`config.mk`:
```
export PLATFORM = sky130hd
export DESIGN_NAME = clk_div_n
export DESIGN_NICKNAME = d
export VERILOG_FILES = /design/src/rtl/clk_div_pkg.sv /design/src/rtl/clk_div_phase_gen.sv /design/src/rtl/clk_div_n.sv
export SDC_FILE = /design/constraint.sdc
export NUM_CORES = 1
export LEC_CHECK = 0
export ABC_CLOCK_PERIOD_IN_PS = 7000
export CORE_MARGIN = 5
export CORE_UTILIZATION = 40
export CTS_CLUSTER_SIZE = 14
export DETAILED_ROUTE_END_ITERATION = 10
export SYNTH_ARGS = -nofsm -noshare
export SYNTH_HDL_FRONTEND = slang
export SYNTH_SLANG_ARGS = --single-unit
export TNS_END_PERCENT = 100
```
`constraint.sdc`:
```
create_clock -name iclk -period 7 [get_ports iclk]
set_input_delay 1.4 -clock iclk [delete_from_list [all_inputs] [get_ports iclk]]
set_output_delay 1.4 -clock iclk [all_outputs]
set_load 0.005 [all_outputs]
```
`src/rtl/clk_div_pkg.sv`:
```
// Shared types and constants for the programmable 50% duty-cycle clock divider.
package clk_div_pkg;

  typedef enum logic [1:0] {
    IDLE  = 2'd0,
    RUN   = 2'd1,
    DRAIN = 2'd2
  } state_e;

  localparam int unsigned DIV_MIN = 32'd2;

  // Divisors below DIV_MIN cannot produce a 50% output, so they saturate.
  function automatic int unsigned clamp_div(input int unsigned v);
    if (v < DIV_MIN) begin
      return DIV_MIN;
    end else begin
      return v;
    end
  endfunction

endpackage

```
`src/rtl/clk_div_phase_gen.sv`:
```
// Negedge retimer and odd/even output mux; the only negedge logic in the divider.
module clk_div_phase_gen
  import clk_div_pkg::*;
(
  input  logic iclk,
  input  logic rstn,
  input  logic p_phase_i,
  input  logic odd_i,
  output logic oclk_o
);

  logic n_phase_q;

  // Half-cycle delayed copy of the posedge phase, used to stretch odd divisors.
  always_ff @(negedge iclk or negedge rstn) begin
    if (!rstn) begin
      n_phase_q <= 1'b0;
    end else begin
      n_phase_q <= p_phase_i;
    end
  end

  assign oclk_o = odd_i ? (p_phase_i | n_phase_q) : p_phase_i;

endmodule

```
`src/rtl/clk_div_n.sv`:
```
// Programmable integer clock divider: FSM, period counter and shadowed divisor.
module clk_div_n
  import clk_div_pkg::*;
#(
  parameter int unsigned DIV_W       = 8,
  parameter int unsigned DEFAULT_DIV = 3
) (
  input  logic             iclk,
  input  logic             rstn,
  input  logic             en_i,
  input  logic [DIV_W-1:0] div_val_i,
  input  logic             div_load_i,
  output logic             div_ack_o,
  output logic             oclk_o,
  output logic             tick_o,
  output logic             busy_o
);

  localparam logic [DIV_W-1:0] DEF_DIV = DIV_W'(DEFAULT_DIV);
  localparam logic [DIV_W-1:0] ONE     = DIV_W'(1);

  state_e           state_q, state_d;
  logic [DIV_W-1:0] cnt_q, cnt_d;
  logic [DIV_W-1:0] div_act_q, div_act_d;
  logic [DIV_W-1:0] div_shd_q, div_shd_d;
  logic             pend_q, pend_d;
  logic             p_phase_q, p_phase_d;
  logic             div_ack_q, div_ack_d;
  logic             tick_q, tick_d;
  logic             busy_q, busy_d;
  logic             running_s;
  logic             boundary_s;

  assign running_s  = (state_q != IDLE);
  assign boundary_s = running_s && (cnt_q == (div_act_q - ONE));

  // State register and all posedge datapath registers.
  always_ff @(posedge iclk or negedge rstn) begin
    if (!rstn) begin
      state_q   <= IDLE;
      cnt_q     <= '0;
      div_act_q <= DEF_DIV;
      div_shd_q <= DEF_DIV;
      pend_q    <= 1'b0;
      p_phase_q <= 1'b0;
      div_ack_q <= 1'b0;
      tick_q    <= 1'b0;
      busy_q    <= 1'b0;
    end else begin
      state_q   <= state_d;
      cnt_q     <= cnt_d;
      div_act_q <= div_act_d;
      div_shd_q <= div_shd_d;
      pend_q    <= pend_d;
      p_phase_q <= p_phase_d;
      div_ack_q <= div_ack_d;
      tick_q    <= tick_d;
      busy_q    <= busy_d;
    end
  end

  // Next-state, counter, divisor hand-over and output decode.
  always_comb begin
    state_d   = state_q;
    cnt_d     = cnt_q;
    div_act_d = div_act_q;
    div_shd_d = div_shd_q;
    pend_d    = pend_q;

    case (state_q)
      IDLE: begin
        if (en_i) state_d = RUN;
        else      state_d = IDLE;
      end
      RUN, DRAIN: begin
        if (en_i)            state_d = RUN;
        else if (boundary_s) state_d = IDLE;
        else                 state_d = DRAIN;
      end
      default: state_d = IDLE;
    endcase

    // A fresh start and every boundary restart the period at zero.
    if ((state_d == IDLE) || !running_s || boundary_s) begin
      cnt_d = '0;
    end else begin
      cnt_d = cnt_q + ONE;
    end

    // The boundary consumes the old shadow before a same-edge load overwrites it.
    if (boundary_s && pend_q) begin
      div_act_d = div_shd_q;
      pend_d    = 1'b0;
    end else begin
      div_act_d = div_act_q;
    end
    if (div_load_i) begin
      div_shd_d = DIV_W'(clamp_div(32'(div_val_i)));
      pend_d    = 1'b1;
    end else begin
      div_shd_d = div_shd_q;
    end

    p_phase_d = (state_d != IDLE) && (cnt_d < (div_act_q >> 1));
    tick_d    = (state_d != IDLE) && (cnt_d == '0);
    busy_d    = (state_d != IDLE);
    div_ack_d = boundary_s && pend_q;
  end

  clk_div_phase_gen u_phase_gen (
    .iclk      (iclk),
    .rstn      (rstn),
    .p_phase_i (p_phase_q),
    .odd_i     (div_act_q[0]),
    .oclk_o    (oclk_o)
  );

  assign div_ack_o = div_ack_q;
  assign tick_o    = tick_q;
  assign busy_o    = busy_q;

endmodule

```
==> impl_metrics.csv <==
group,metric,value,unit
timing,setup-tns-final,0,ns
floorplan,core,4294,sq um
timing,drv_slew,0,
finish,final_util,47.67,%
global_routing,grt_pass1_vias,1386,
critical_path,worstSetupPathType,"reg -> out",
critical_path,required,5.60,ns
clock_tree,cts_buffer_depth,2,
job,drv_cap,0,
clock_tree,clkTransAtPathRegs,0.07,ns
clock_tree,clk-insertion-delay-late,0.28,ns
floorplan,die_w,76.11,microns
clock_tree,post-cts-setup-buffer-count,0,
yosys,synth_fp_nets,190,
finish,final_nets,206,
floorplan,dieArea,5792,sq um
clock_tree,postCtsHoldBufs,0,
timing,setup_viol,0,
clock_tree,htree_levels,2,
yosys,synth_top_area_share,38.65,%
yosys,synth-edff-count,0,
placement,hpwl,2.712,mm
placement,place_inst,229,
yosys,async_reset_ff_share,100.0,%
finish,num_antenna_cells,0,
detailed_routing,dr.pass1.iters,4,
yosys,ys_top_cells_by_area,"dfrtp_1 (39%), ha_1 (7.2%), dfstp_2 (6.0%), xnor2_1 (4.5%), mux2_2 (3.9%)",
floorplan,die-height,76.11,microns
power,power.leakage,0.9452,nW
yosys,avgSynthCellArea,10.40,sq um
clock_tree,cts_resized,0,
clock_tree,cts.sinks,32,
placement,port_buffers,15,
detailed_routing,drt-initial-drc-count,25,
detailed_routing,ant_nets,0,
run_status,status,"completed",
global_routing,grt_pass1_wl,6.382,mm
timing,skew,0.009004,ns
global_routing,grt_use_total,13.23,%
yosys,syn_inst,168,
detailed_routing,vias,1268,
floorplan,rows,24,
placement,gp_congestion,0.8179,
critical_path,critPathCaptureType,"output port",
timing,max_slew_margin,41.36,%
yosys,synthTopCellsByCount,"dfrtp_1 (27), inv_1 (16), nand3_1 (13)",
yosys,synth_area,1748,sq um
clock_tree,cts_made_buffers,5,
yosys,synth_ff_type,"dfrtp_1",
detailed_routing,viasPerCell,5.350,
power,power_density,243.0,nW/um^2
critical_path,arrival,4.77,ns
worst_hold_path,hold_class,"reg -> reg",
finish,stdcell_count,237,
global_routing,gr-total-overflow,0,
power,vdd_drop_max,0.1181,mV
global_routing,antenna_found_initial,0,
detailed_routing,drc,0,
finish,fill_cells,407,
floorplan,start_util,40.71,%
global_routing,grt_start_max_net_pins,33,
clock_tree,cts_root_buffer,"clkbuf_8",
clock_tree,cts_tree,"done",
yosys,synth-seq-area-share,46.10,%
timing,hold_viol_final,0,
finish,drive_gt1_share,12.97,%
yosys,yosysMostFrequentCell,"dfrtp_1",
yosys,synth.largest_area_cell,"dfrtp_1",
yosys,ys_types,44,
critical_path,setup.worst_path.start_class,"flip-flop",
detailed_routing,wl_per_cell,15.42,microns
yosys,yosys_warnings,0,
timing,rsz0062_at_grt,"false",
timing,worst_pin_slew,0.8731,ns
floorplan,pin_count,16,
finish,area_delta_synth_final,17.11,%
yosys,synth-seq-cells,32,
detailed_routing,wl,3.654,mm
critical_path,crit_path_max_fanout,1,
==> worst paths after layout <==
path	startpoint	endpoint	slack, ns	cells after the start
hold / removal	div_shd_q[0]$_DFFE_PN1P_	div_shd_q[0]$_DFFE_PN1P_	0.49	2
setup reg to reg	div_act_q[0]$_DFFE_PN1P_	p_phase_q$_DFF_PN0_	2.73	14
hold reg to reg	div_shd_q[0]$_DFFE_PN1P_	div_shd_q[0]$_DFFE_PN1P_	0.49	2
min in group asynchronous	rstn	cnt_q[0]$_DFF_PN0_	1.53	2
setup / recovery	u_phase_gen.n_phase_q$_DFF_NN0_	oclk_o	0.83	2
max in group asynchronous	rstn	u_phase_gen.n_phase_q$_DFF_NN0_	1.77	2
==> worst max-delay path: stages, from the launching register on <==
cell	delay [ns]
dfrtn_1	0.39
a21o_1	0.11
clkdlybuf4s50_1	0.49
==> metal layers <==
layer	part of all wire, %	track usage (%)	up-vias	routed length (microns)
li1	-	-	624	-
met1	45	16.04	610	1641
met2	50	22.69	30	1834
met3	4.2	4.137	4	154
met4	0.63	3.322	0	23
met5	0	0	-	0
==> logic make-up after synthesis <==
logic type | after synthesis | share of synthesized area (%)
and+or+nand+nor | 50 | 17.32
DFF | 32 | 46.10
AOI/OAI and AO/OA | 31 | 12.10
buffers and inverters | 23 | 5.440
xor gates and xnor gates | 16 | 8.018
adders and majority gates | 10 | 7.158
muxes | 6 | 3.865
==> power by group <==
group | switching [W] | internal, W | total [W] | leakage, nW
clock network | 0.0000664 | 0.000105 | 0.000172 | 0.0541
registers | 0.0000145 | 0.000206 | 0.000221 | 0.407
logic | 0.0000542 | 0.0000511 | 0.000105 | 0.484
==> stage by stage <==
step | setup WS, ns | hold slack [ns] | instance area, sq um | power [W]
after global routing | 0.7869 | 0.5144 | 2047 | 0.0005270
after detailed placement | 1.127 | 0.4842 | 1936 | 0.0003294
final | 0.8330 | 0.4884 | 2047 | 0.0004974
after floorplan | 1.621 | 0.4557 | 1748 | 0.0002889
after CTS | 0.8153 | 0.4935 | 2047 | 0.0005036
after global placement | 1.142 | 0.4728 | 1936 | 0.0003250
==> final cells by class <==
| class | count | area (sq um) | share of cell area (%) |
|---|---|---|---|
| well taps | 52 | 65.06 | 3.178 |
| multi-input cells | 113 | 847.1 | 41.38 |
| clock inverters | 3 | 42.54 | 2.078 |
| repair buffers | 16 | 157.7 | 7.702 |
| clock buffers | 5 | 68.82 | 3.362 |
| inverters | 16 | 60.06 | 2.934 |
| flip-flops and latches | 32 | 805.8 | 39.36 |
==> state kept, by name, summed over array words and instances (netlist names) <==
name                   flops
div_shd_q                  8
state_q                    2
busy_o                     1
pend_q                     1
div_act_q                  8
tick_o                     1
div_ack_o                  1
u_phase_gen.n_phase_q      1
p_phase_q                  1
cnt_q                      8
==> cell usage in the layout (no fill, tap or decap), types with 6 or more instances in the layout <==
cell type	count
nor3_1	8
ha_1	10
xor2_1	7
nand3_1	13
inv_1	16
mux2_2	6
dfrtp_1	27
clkdlybuf4s50_1	15
xnor2_1	9
o21ai_0	9
Note: power is estimated with default switching activity, not from simulation.
